$ cat config.mk
export PLATFORM = sky130hd
export DESIGN_NAME = pulse_meter
export DESIGN_NICKNAME = d
export VERILOG_FILES = /design/src/rtl/pulse_meter.sv
export SDC_FILE = /design/constraint.sdc
export NUM_CORES = 1
export LEC_CHECK = 0
export ABC_AREA = 1
export CAP_MARGIN = 20
export CORE_ASPECT_RATIO = 0.5
export CORE_MARGIN = 3
export CORE_UTILIZATION = 47
export DETAILED_ROUTE_END_ITERATION = 10
export DONT_BUFFER_PORTS = 1
export HOLD_SLACK_MARGIN = 0.02
export PLACE_DENSITY_LB_ADDON = 0.25
export SLEW_MARGIN = 20
export SYNTH_ARGS = -nofsm -noshare
export SYNTH_HDL_FRONTEND = slang
export SYNTH_SLANG_ARGS = --single-unit
$ cat constraint.sdc
create_clock -name i_clk -period 4.79 [get_ports i_clk]
set_clock_uncertainty 0.15 [all_clocks]
set_input_delay 0.958 -clock i_clk [delete_from_list [all_inputs] [get_ports i_clk]]
set_output_delay 0.958 -clock i_clk [all_outputs]
set_load 0.005 [all_outputs]
$ cat src/rtl/pulse_meter.sv
// pulse_meter: synchronizes an asynchronous pulse train and measures the high and low
// durations of each full period (reported as duration minus 1) over a valid/ready handshake.
module pulse_meter #(
    parameter int unsigned CNT_BITS    = 64,
    parameter int unsigned SYNC_STAGES = 2
) (
    input  logic                i_clk,
    input  logic                i_reset_n,
    input  logic                i_pulse,
    input  logic                i_ready,
    input  logic                i_clr_lost,
    output logic                o_valid,
    output logic [CNT_BITS-1:0] o_tiks_up,
    output logic [CNT_BITS-1:0] o_tiks_down,
    output logic                o_sat_up,
    output logic                o_sat_down,
    output logic                o_lost,
    output logic                o_level
);

    typedef enum logic [1:0] {StIdle, StPrime, StHigh, StLow} state_e;

    state_e                 state_q, state_d;
    logic [SYNC_STAGES-1:0] sync_q;
    logic                   prev_q;
    logic                   level, rise, fall;
    logic [CNT_BITS-1:0]    cnt_q, cnt_d, cnt_inc;
    logic                   cnt_max;
    logic [CNT_BITS-1:0]    r_up_q, r_up_d;
    logic                   r_sat_up_q, r_sat_up_d;
    logic                   sat_h_q, sat_h_d;
    logic                   sat_l_q, sat_l_d;
    logic                   publish, load, drop, accept;

    assign level   = sync_q[SYNC_STAGES-1];
    assign rise    = level & ~prev_q;
    assign fall    = ~level & prev_q;
    assign o_level = level;

    // Saturating increment: the counter parks at all-ones once it is full.
    assign cnt_max = &cnt_q;
    assign cnt_inc = cnt_max ? cnt_q : cnt_q + {{(CNT_BITS-1){1'b0}}, 1'b1};

    // Synchronizer chain and one-cycle delayed level for edge detection.
    always_ff @(posedge i_clk or negedge i_reset_n) begin
        if (!i_reset_n) begin
            sync_q <= '0;
            prev_q <= 1'b0;
        end else begin
            sync_q <= {sync_q[SYNC_STAGES-2:0], i_pulse};
            prev_q <= level;
        end
    end

    // Measurement FSM next-state: priming edges, then alternate high/low counting.
    always_comb begin
        state_d    = state_q;
        cnt_d      = cnt_q;
        r_up_d     = r_up_q;
        r_sat_up_d = r_sat_up_q;
        sat_h_d    = sat_h_q;
        sat_l_d    = sat_l_q;
        publish    = 1'b0;
        unique case (state_q)
            StIdle: begin
                // A high already in progress at reset release is never measured.
                if (fall) state_d = StPrime;
            end
            StPrime: begin
                if (rise) begin
                    state_d = StHigh;
                    cnt_d   = '0;
                    sat_h_d = 1'b0;
                end
            end
            StHigh: begin
                if (fall) begin
                    r_up_d     = cnt_q;
                    r_sat_up_d = sat_h_q;
                    cnt_d      = '0;
                    sat_l_d    = 1'b0;
                    state_d    = StLow;
                end else begin
                    cnt_d = cnt_inc;
                    if (cnt_max) sat_h_d = 1'b1;
                end
            end
            StLow: begin
                if (rise) begin
                    publish = 1'b1;
                    cnt_d   = '0;
                    sat_h_d = 1'b0;
                    state_d = StHigh;
                end else begin
                    cnt_d = cnt_inc;
                    if (cnt_max) sat_l_d = 1'b1;
                end
            end
            default: state_d = StIdle;
        endcase
    end

    // FSM and measurement registers.
    always_ff @(posedge i_clk or negedge i_reset_n) begin
        if (!i_reset_n) begin
            state_q    <= StIdle;
            cnt_q      <= '0;
            r_up_q     <= '0;
            r_sat_up_q <= 1'b0;
            sat_h_q    <= 1'b0;
            sat_l_q    <= 1'b0;
        end else begin
            state_q    <= state_d;
            cnt_q      <= cnt_d;
            r_up_q     <= r_up_d;
            r_sat_up_q <= r_sat_up_d;
            sat_h_q    <= sat_h_d;
            sat_l_q    <= sat_l_d;
        end
    end

    // A new period may overwrite the output slot only if the slot is empty or being taken.
    assign accept = o_valid & i_ready;
    assign load   = publish & (~o_valid | i_ready);
    assign drop   = publish & o_valid & ~i_ready;

    // Output slot and sticky lost flag; a drop beats a simultaneous clear.
    always_ff @(posedge i_clk or negedge i_reset_n) begin
        if (!i_reset_n) begin
            o_valid     <= 1'b0;
            o_tiks_up   <= '0;
            o_tiks_down <= '0;
            o_sat_up    <= 1'b0;
            o_sat_down  <= 1'b0;
            o_lost      <= 1'b0;
        end else begin
            if (load) begin
                o_valid     <= 1'b1;
                o_tiks_up   <= r_up_q;
                o_tiks_down <= cnt_q;
                o_sat_up    <= r_sat_up_q;
                o_sat_down  <= sat_l_q;
            end else if (accept) begin
                o_valid <= 1'b0;
            end
            if (drop) begin
                o_lost <= 1'b1;
            end else if (i_clr_lost) begin
                o_lost <= 1'b0;
            end
        end
    end

endmodule

==> results of run 1 <==
==> through the flow <==
stage | setup WS (ps) | total power [mW]
floorplan | 2540 | 2.59
global placement | 1730 | 2.65
detailed placement | 1750 | 2.67
CTS | 1730 | 4.64
global route | 1550 | 4.79
finish | 1820 | 4.59
==> layer usage <==
metal,track usage,up-vias,share of wire
li1,-,4535,-
met1,0.377,4762,0.48
met2,0.343,340,0.42
met3,0.0548,40,0.085
met4,0.0477,0,0.016
met5,0,-,0
==> worst max path at each step <==
stage                                to  cells after the start  slack (ps)        from
final                         cnt_q[12]                      9        1820  state_q[1]
after global placement        cnt_q[32]                      8        1730   cnt_q[51]
after detailed placement      cnt_q[32]                      9        1750    cnt_q[0]
after global routing           cnt_q[0]                     10        1550   sync_q[1]
after CTS                     cnt_q[32]                      9        1730    cnt_q[1]
after floorplan           o_tiks_up[42]                      6        2540     i_ready
==> repair_timing <==
action	4_1_cts	5_1_grt
setup endpoints to repair	0	0
setup buffers	0	0
hold endpoints to repair	268	236
==> cell families (layout without fill, tap and decap cells) <==
kind of cell             count (synthesis)  after routing  share of synthesized area
multiplexers                            66             66                     0.0610
adder cells (fa/ha/maj)                  1              1                    0.00103
buffers and inverters                  168            159                     0.0558
XOR/XNOR                                 1              1                   0.000719
AO/OA/AOI/OAI                          212            212                     0.0886
flip-flops                             268            268                      0.551
AND/OR/NAND/NOR                        693            693                      0.242
==> cells in the mapped netlist <==
library cell	instances	area [um^2]
nand2_1	397	1490
and3_1	1	6.26
nand4_1	23	144
inv_1	111	417
nor2_8	1	20.0
buf_2	21	105
and2_1	3	18.8
nand2_2	2	12.5
xor2_1	1	8.76
ha_1	1	12.5
o21ai_1	7	35.0
buf_6	3	33.8
nor2_1	131	492
nand3_1	95	475
nor3_2	1	10.0
a21oi_1	28	140
nand3b_1	4	30.0
nor2_2	9	56.3
nand3_2	1	10.0
nand2_4	1	11.3
nor2_4	6	67.6
mux2_2	66	743
a31oi_2	1	12.5
o22ai_1	5	31.3
nand4_4	1	21.3
dfrtp_1	268	6710
nor3_1	16	80.1
clkbuf_1	31	116
inv_2	2	7.51
o21ai_0	169	846
a21boi_1	2	15.0
nor4_1	1	6.26
==> power groups by stage <==
stage | logic (mW) | registers, mW | clock network [mW]
after CTS | 0.239 | 2.39 | 2.01
after floorplan | 0.180 | 2.41 | 0
after global routing | 0.268 | 2.39 | 2.12
final | 0.236 | 2.39 | 1.97
after detailed placement | 0.236 | 2.43 | 0
after global placement | 0.225 | 2.42 | 0
==> cells in the final DEF, fill, tap and decap left out, types with 2 or more instances in the layout <==
master	netlist	layout
nor2_4	6	7
o22ai_1	5	5
nand4_1	23	23
o21ai_0	169	169
nand3_1	95	95
inv_2	2	2
a21boi_1	2	2
nand3b_1	4	4
nor2_1	131	130
and2_1	3	3
dfrtp_1	268	268
bufinv_16	0	2
inv_1	111	111
nand2_4	1	2
clkinv_2	0	4
mux2_2	66	66
clkbuf_16	0	25
clkbuf_1	31	4
o21ai_1	7	7
nand2_1	397	395
buf_4	0	5
clkbuf_8	0	3
nor2_2	9	9
a21oi_1	28	28
nand2_2	2	2
nor3_1	16	16
==> state kept, by name (all words and copies together), names as in the netlist, 2 cells and up <==
signal	cells
o_tiks_up	64
cnt_q	64
sync_q	2
state_q	2
o_tiks_down	64
r_up_q	64
==> area by class of cell <==
type	instances	area share
multi-input cells	973	0.366
repair buffers	6	0.00435
clock buffers	32	0.0515
flip-flops and latches	268	0.507
inverters	113	0.0321
well taps	336	0.0318
clock inverters	8	0.00785
==> metrics.md, run 1 <==
| Metric | Value |
|---|---|
| GRT Residual Overflow | 0 |
| Final Max Slew Viols | 0 |
| Via count | between 9000 and 10000 |
| Total CTS buffers | 24 |
| Via/cell ratio | around 5.6 |
| Slew Limit Headroom | 0.273 |
| DRC | 0 |
| Worst-Skew Late Latency | approximately 540 ps |
| Post-Syn Area | around 0.012 mm^2 |
| Peak Freq | ~340 MHz |
| Yosys warning count | 0 |
| Synth Register Bits | about 270 |
| Cell Rows | 40 |
| Hold_ws | -22.1 ps |
| Vert. Die Dim | 120 um |
| Finished Core Util | 0.535 |
| DRT iter0 DRCs | roughly 960 |
| Starting density of the core | 0.493 |
| Reg2reg setup slack | 1820 ps |
| Final min period | just under 3000 ps |
| First-pass GRT wire length | 53.0 mm |
| Post-cts sizing count | 0 |
| Hold Vio Cnt, Final | 82 |
| CTS sink count | approximately 270 |
| Slowest CP cell | inv_2 |
| Critical Path Start Type | flip-flop |
| Fin area | 0.0132 mm^2 |
| Data arrival, critical path | ~3300 ps |
| Pin count of the biggest net entering global routing | 269 |
| Syn Inst Count | approximately 1400 |
| Reg2reg end | cnt_q[12] |
| Pre-antenna DRT Iters | 5 |
| Setup tns final | 0 ps |
| Finished Layout Cells | approximately 1700 |
| Failing checks | negative hold slack |
| Critical Path, Cell by Cell | inv_1, nor2_1, inv_1, nor2_1, a31oi_4, buf_4, inv_2, o21ai_0, o22ai_1 |
| MaxCap Viol Count | 0 |
| IO Pins | roughly 140 |
| Final Cycle Share | 0.620 |
| Clock slew at reported path FFs | 60 ps |
| Library cells used by synthesis | 32 |
| H-tree depth | 1 |
| Crit Path Class | flip-flop to flip-flop |
| Worst Path Required | around 5100 ps |
| Gpl congestion | 0.990 |
| Buffer and inverter count on the worst path | 4 |
| DR WL/cell | about 19 um |
| Clock power share | 0.429 |
| Sw frac | 0.237 |
| Pint | 3.51 mW |
| Initial antenna violation count | 0 |
| GRT Overall Usage | 0.242 |
| Placed instance area | ~0.012 mm^2 |
| Diode count | 0 |
| Sequential power share | 0.520 |
| Max VDD drop | 212 uV |
| Max Buffers Root-to-Sink | 3 |
| PwrDens | between 300 and 400 mW/mm^2 |
| Synth Net Count | between 1000 and 1500 |
| Final wirelength | ~33 mm |
| Hold Crit Class | input port to asynchronous set/reset pin |
| CP Capture Type | flip-flop |
| Nets | around 1400 |
| Crit Path Max Fanout | 39 |
| Area of the multi-input gates | approximately 0.0048 mm^2 |
| CTS tree | yes |
| Mapped Avg Cell Area | around 8.6 um^2 |
| Combinational share of power | 0.051 |
| Slew @ Worst Pin | approximately 1100 ps |
| Fill count | between 2000 and 2500 |
| Status | finished with violations |
| Final setup viols | 0 |
| PortBufs | 0 |
| Static Leakage | between 5 and 6 nW |
| Worst path max stage delay | around 660 ps |
| Reg2reg path depth | 9 |
| Vias in the first global route | between 9000 and 10000 |
| Register area | roughly 0.0067 mm^2 |
| Die footprint | roughly 0.028 mm^2 |
| CTS root buf | clkbuf_16 |
| Placed cell count | 1695 |
| Reg-to-reg critical path startpoint | state_q[1] |
| Crit-path leading delay family | buffers and inverters |
| Part of the Yosys area used for sequential elements | 0.551 |
| Share of layout cells above drive strength 1 | 0.0971 |
| Die X | between 200 and 250 um |
| DRT antenna net count | 0 |
| Hpwl dp | approximately 24 mm |
| Area Overhead vs Synth | 8.61% |
| Core Box Area | 0.0247 mm^2 |
| Unrepaired setup endpoints after global routing | false |
| NetSw | between 1 and 1.5 mW |
Note: power is estimated with default switching activity, not from simulation.
==> run 2: changes to the inputs <==
==> constraint.sdc (replaced) <==
create_clock -name i_clk -period 2.92 [get_ports i_clk]
set_clock_uncertainty 0.15 [all_clocks]
set_input_delay 0.584 -clock i_clk [delete_from_list [all_inputs] [get_ports i_clk]]
set_output_delay 0.584 -clock i_clk [all_outputs]
set_load 0.005 [all_outputs]
==> metrics.md, run 2 (synthesis gave the netlist of run 1 again) <==
| Metric | Value |
|---|---|
| Final WS setup | 369 ps (-1450 ps) |
| Static Leakage | 6.02 nW (+2.0%) |
| Share of layout cells above drive strength 1 | 0.104 (+0.00682) |
| Post-cts sizing count | 0 (unchanged) |
| Crit Path Class | flip-flop to flip-flop |
| Initial antenna violation count | 1 (+1) |
| GRT Overall Usage | 0.243 (+0.00173) |
| DRT iter0 DRCs | 1030 (+7.7%) |
| NetSw | 1.80 mW (+66%) |
| Worst Path Required | 3190 ps (-1880 ps) |
| Slowest CP cell | dfrtp_1 |
| Diode count | 0 (unchanged) |
| Max Buffers Root-to-Sink | 3 (unchanged) |
| Final wirelength | 34.1 mm (+1.7%) |
| Total CTS buffers | 25 (+4.2%) |
| Fin area | 0.0134 mm^2 (+1.5%) |
| Failing checks | negative hold slack |
| Hpwl dp | 24.2 mm (+1.9%) |
| CP Launch Point | cnt_q[18] |
| CP Capture Type | flip-flop |
| Reg-to-reg critical path startpoint | cnt_q[18] |
| Cell Rows | 40 (unchanged) |
| Pre-CTS WS | 520 ps (-1230 ps) |
| Unrepaired setup endpoints after global routing | false |
| Sw frac | 0.231 (-0.00607) |
| Critical Path Most Common Cell | nand2_1 |
| Worst path max stage delay | 480 ps (-180 ps) |
| Top sig layer | met5 |
| Fill count | 2246 (-2.7%) |
| Pre-antenna DRT Iters | 5 (unchanged) |
| Clock power share | 0.445 (+0.016) |
| H-tree depth | 1 (unchanged) |
| Pint | 6.01 mW (+71%) |
| Vias in the first global route | 9063 (-0.96%) |
| Commonest non-fill, non-tap cells in the layout | nand2_1 (395), dfrtp_1 (268), o21ai_0 (169) |
| Peak Freq | 392 MHz (+16%) |
| Nets | 1403 (+0.79%) |
| Setup tns final | 0 ps (unchanged) |
| GRT Residual Overflow | 0 (unchanged) |
| DR WL/cell | 19.5 um (+0.90%) |
| First-pass GRT wire length | 53.1 mm (+0.22%) |
| Routed wl met3 | 2.93 mm (+3.0%) |
| Data arrival, critical path | 2830 ps (-420 ps) |
| Met2 routed WL | 14.0 mm (-0.41%) |
| Pin count of the biggest net entering global routing | 269 (unchanged) |
| Slew @ Worst Pin | 610 ps (-479 ps) |
| Hold Buf Count CTS | 2 |
| DRT antenna net count | 0 (unchanged) |
| Die X | 234 um (unchanged) |
| Critical Path, Cell by Cell | nand2_1, nor2_1, nand2_1, nor2_1, nand2_1, nor2_1, nand4_1, nand3_1, nand2_1 |
| CTS sink count | 268 (unchanged) |
| IO Pins | 138 (unchanged) |
| Via/cell ratio | 5.56 (-0.17%) |
| Commonest non-fill, non-tap cell in the layout | nand2_1 |
| Final min period | 2550 ps (-421 ps) |
| Crit-path leading delay family | simple AND/OR/NAND/NOR gates |
| CTS tree | yes |
| Hold_ws | -395 ps (-373 ps) |
| Combinational share of power | 0.053 (+0.002) |
| Metal-1 WL | 16.5 mm (+2.9%) |
| Starting density of the core | 0.493 (unchanged) |
| Critical Path Start Type | flip-flop |
| Clock slew at reported path FFs | 60 ps (about the same) |
| PwrDens | 581 mW/mm^2 (+67%) |
| Area Overhead vs Synth | 10.2% |
| CTS root buf | clkbuf_16 |
| Core Box Area | 0.0247 mm^2 (unchanged) |
| Slew Limit Headroom | 0.593 (+0.320) |
| Via count | 9738 (+0.63%) |
| Sequential power share | 0.502 (-0.018) |
| MaxCap Viol Count | 0 (unchanged) |
| Final setup viols | 0 (unchanged) |
| Buffer and inverter count on the worst path | 0 (-4) |
| Placed instance area | 0.0125 mm^2 (+0.97%) |
| Max VDD drop | 465 uV (+120%) |
| DRC | 0 (unchanged) |
| Hold Crit Class | input port to asynchronous set/reset pin |
| Vert. Die Dim | 120 um (unchanged) |
| Status | finished with violations |
| Die footprint | 0.0280 mm^2 (unchanged) |
| Final Max Slew Viols | 0 (unchanged) |
| PortBufs | 0 (unchanged) |
| Gpl congestion | 1.03 (+4.3%) |
| Crit Path Max Fanout | 5 (-87%) |
| Final Cycle Share | 0.874 (+0.253) |
| Worst-Skew Late Latency | 540 ps (about the same) |
| Hold Vio Cnt, Final | 268 (+230%) |
==> run 2: changes by cell type in the layout (fill, tap and decap cells not counted), sizes merged <==
cell	before	now
buf	6	14
bufinv	2	4
clkbuf	32	35
clkinv	5	4
dlygate4sd3	0	2
==> run 2: metrics by stage <==
step                      utilization  cells  power, mW
after floorplan                     -   1409       4.25
after global placement          0.507   1704       4.37
after detailed placement        0.507   1704       4.39
after CTS                       0.543   1750       7.86
after global routing            0.543   1750       8.09
final                           0.543   1750       7.80
==> run 2: power groups by stage <==
stage               logic [mW]  clock network, mW  registers (mW)
floorplan                0.295                  0            3.96
detailed placement       0.402                  0            3.99
finish                   0.411               3.48            3.92
global route             0.453               3.71            3.93
global placement         0.393                  0            3.98
CTS                      0.407               3.54            3.92
==> run 2: layer usage <==
layer	track usage	vias to the layer above
met4	0.0447	2
met2	0.343	360
li1	-	4570
met3	0.0595	58
met1	0.380	4748
met5	0	-
==> run 2: final timing paths <==
path	to	slack (ps)	depth (start not counted)
worst min-delay path	r_up_q[7]	-390	0
min in group i_clk	o_lost	120	3
max in group asynchronous	r_up_q[32]	2590	0
worst max register to register	cnt_q[59]	370	9
worst min register to register	sync_q[1]	220	0
worst max-delay path	cnt_q[59]	370	9
==> run 2: worst register-to-register path, delay by kind of cell, from the launching register on <==
kind	cells	cell delay, ps
flip-flops	1	480
AND/OR/NAND/NOR	9	1830
==> run 2: layout make-up <==
class                           instances  area (um^2)  area share
Sequential cell                       268         6710       0.499
Multi-Input combinational cell        973         4810       0.358
Clock buffer                           35          713      0.0531
Inverter                              113          424      0.0316
Tap cell                              336          420      0.0313
Timing Repair Buffer                   16          200      0.0149
Clock inverter                          9          151      0.0113
==> run 2: timing repair <==
item	4_1_cts	5_1_grt
endpoints found under the setup margin	0	0
buffers inserted	0	0
hold endpoints to repair	270	268
==> run 3: changes to the inputs <==
--- a/config.mk
+++ b/config.mk
@@ -8,7 +8,6 @@
 export ABC_AREA = 1
 export CAP_MARGIN = 20
 export CORE_ASPECT_RATIO = 0.5
-export CORE_MARGIN = 3
 export CORE_UTILIZATION = 47
 export DETAILED_ROUTE_END_ITERATION = 10
 export DONT_BUFFER_PORTS = 1
==> metrics.md, run 3 (synthesis gave the netlist of run 1 again) <==
| Metric | Value |
|---|---|
| Share of layout cells above drive strength 1 | 0.109 (+0.00519) |
| Placed cell count | 1717 (+0.76%) |
| NetSw | 1.84 mW (+2.1%) |
| CP Capture Type | flip-flop |
| Crit Path Max Fanout | 25 (+20) |
| GRT Overall Usage | 0.253 (+0.00955) |
| Post-cts sizing count | 0 (unchanged) |
| Unrepaired setup endpoints after global routing | false |
| DRT antenna net count | 0 (unchanged) |
| First-pass GRT wire length | 51.9 mm (-2.2%) |
| Reg-to-reg critical path startpoint | cnt_q[0] |
| PnR Total Power | 7.62 mW (-2.4%) |
| Sequential power share | 0.514 (+0.012) |
| Hold Vio Cnt, Final | 268 (unchanged) |
| Pin count of the biggest net entering global routing | 269 (unchanged) |
| PortBufs | 0 (unchanged) |
| Final setup viols | 0 (unchanged) |
| Max VDD drop | 367 uV (-21%) |
| H-tree depth | 1 (unchanged) |
| DR WL/cell | 19.1 um (-1.7%) |
| IO Pins | 138 (unchanged) |
| Vert. Die Dim | 116 um (-3.3%) |
| Hold Buf Count CTS | 2 (unchanged) |
| Status | finished with violations |
| CTS sink count | 268 (unchanged) |
| DRC | 0 (unchanged) |
| DRT iter0 DRCs | 921 (-11%) |
| Fill count | 2381 (+6.0%) |
| Final wirelength | 33.7 mm (-0.95%) |
| Clock power share | 0.434 (-0.011) |
| Finished Core Util | 0.529 (-0.0138) |
| Hold Crit Class | input port to asynchronous set/reset pin |
| Cell Rows | 41 (+2.5%) |
| Gpl congestion | 0.962 (-6.8%) |
| Slowest CP cell | dfrtp_1 |
| Max Buffers Root-to-Sink | 3 (unchanged) |
| GRT Residual Overflow | 0 (unchanged) |
| MaxCap Viol Count | 0 (unchanged) |
| Via/cell ratio | 5.47 (-1.6%) |
| Diode count | 0 (unchanged) |
| Starting density of the core | 0.481 (-0.0120) |
| Crit Path Class | flip-flop to flip-flop |
| Pre-antenna DRT Iters | 6 (+1) |
| PwrDens | 568 mW/mm^2 (-2.3%) |
| Static Leakage | 6.00 nW (-0.23%) |
| Critical Path Most Common Cell | nand2_1 |
| Finished Layout Cells | 1764 (+0.80%) |
| Commonest non-fill, non-tap cell in the layout | nand2_1 |
| Die footprint | 0.0266 mm^2 (-5.0%) |
| Slew Limit Headroom | 0.664 (+0.0705) |
| Nets | 1408 (+0.36%) |
| Final Max Slew Viols | 0 (unchanged) |
| Critical Path Start Type | flip-flop |
| Crit-path leading delay family | simple AND/OR/NAND/NOR gates |
| Area Overhead vs Synth | 10.1% |
| Worst-Skew Late Latency | 540 ps (about the same) |
| Setup tns final | 0 ps (unchanged) |
| Worst Path Required | 3190 ps (about the same) |
| Die X | 230 um (-1.7%) |
| Commonest non-fill, non-tap cells in the layout | nand2_1 (395), dfrtp_1 (268), o21ai_0 (169) |
| Via count | 9657 (-0.83%) |
| Final Cycle Share | 0.869 (-0.00444) |
| CTS root buf | clkbuf_16 |
| Slew @ Worst Pin | 501 ps (-110 ps) |
| Clock slew at reported path FFs | 70 ps (about the same) |
| Critical Path, Cell by Cell | ha_1, nand2_1, nor2_4, nand2_4, nor2_8, nand4_4, buf_12, nand2_1, nand3_1, nand2_1, nand2_1 |
| Total CTS buffers | 25 (unchanged) |
| Core Box Area | 0.0253 mm^2 (+2.5%) |
| Peak Freq | 394 MHz (+0.51%) |
| Area of the multi-input gates | 0.00481 mm^2 (unchanged) |
| Setup bufs post-CTS | 0 (unchanged) |
| Register area | 0.00671 mm^2 (unchanged) |
| Buffer and inverter count on the worst path | 1 (+1) |
| Vias in the first global route | 8993 (-0.77%) |
| Hpwl dp | 24.4 mm (+0.64%) |
| Final WS setup | 382 ps (+13.0 ps) |
| Initial antenna violation count | 1 (unchanged) |
| Data arrival, critical path | 2800 ps (-30 ps) |
| CTS tree | yes |
| Combinational share of power | 0.053 (about the same) |
| Failing checks | negative hold slack |
| Sw frac | 0.241 (+0.0108) |
| Pre-CTS WS | 464 ps (-56.1 ps) |
| Hold_ws | -404 ps (-9.37 ps) |
| Pint | 5.78 mW (-3.8%) |
| Final min period | 2540 ps (-13.0 ps) |
| Worst path max stage delay | 410 ps (-70 ps) |
| CP Launch Point | cnt_q[0] |
==> run 3: cell types whose count changed in the layout (fill, tap and decap cells not counted), sizes merged <==
cell	before	now
clkinv	4	5
bufinv	4	1
buf	14	19
clkinvlp	1	4
inv	113	114
clkbuf	35	34
==> run 3: path summary, 6_finish.rpt <==
| path | endpoint | slack, ps | cells after the start |
|---|---|---|---|
| min | o_tiks_down[35] | -400 | 0 |
| max | sat_l_q | 380 | 11 |
| min in group i_clk | o_lost | 100 | 3 |
| min reg2reg | sync_q[1] | 210 | 0 |
| max reg2reg | sat_l_q | 380 | 11 |
| max in group asynchronous | o_tiks_down[14] | 2590 | 0 |
==> run 3: worst reg2reg max path: stages, from the launching register on <==
cell	delay [ps]
dfrtp_1	410
ha_1	310
nand2_1	140
nor2_4	180
nand2_4	120
nor2_8	200
nand4_4	340
buf_12	300
nand2_1	90
nand3_1	60
nand2_1	60
nand2_1	50
==> run 3: routing by layer <==
metal	vias up	GRT usage	part of all wire
met5	-	0	0.00030
li1	4563	-	-
met3	47	0.0573	0.078
met2	317	0.361	0.41
met4	2	0.0453	0.015
met1	4728	0.392	0.50
==> run 3: layout make-up <==
class,instances,share of cell area
clock buffers,34,0.0536
clock inverters,11,0.00811
inverters,113,0.0316
multi-input cells,973,0.359
flip-flops and latches,268,0.500
well taps,344,0.0321
repair buffers,21,0.0159
==> run 3: metrics by stage <==
step / instance area, um^2 / hold WS (ps)
2_1_floorplan: 12200 / 138
3_3_place_gp: 12600 / 145
3_5_place_dp: 12600 / 146
4_1_cts: 13400 / -425
5_1_grt: 13400 / -430
6_report: 13400 / -404
==> run 3: power by group through the flow <==
stage	Sequential, mW	Clock, mW	Combinational, mW
2_1_floorplan	3.96	0	0.295
3_3_place_gp	3.98	0	0.385
3_5_place_dp	3.98	0	0.396
4_1_cts	3.91	3.37	0.403
5_1_grt	3.92	3.52	0.448
6_report	3.91	3.30	0.403
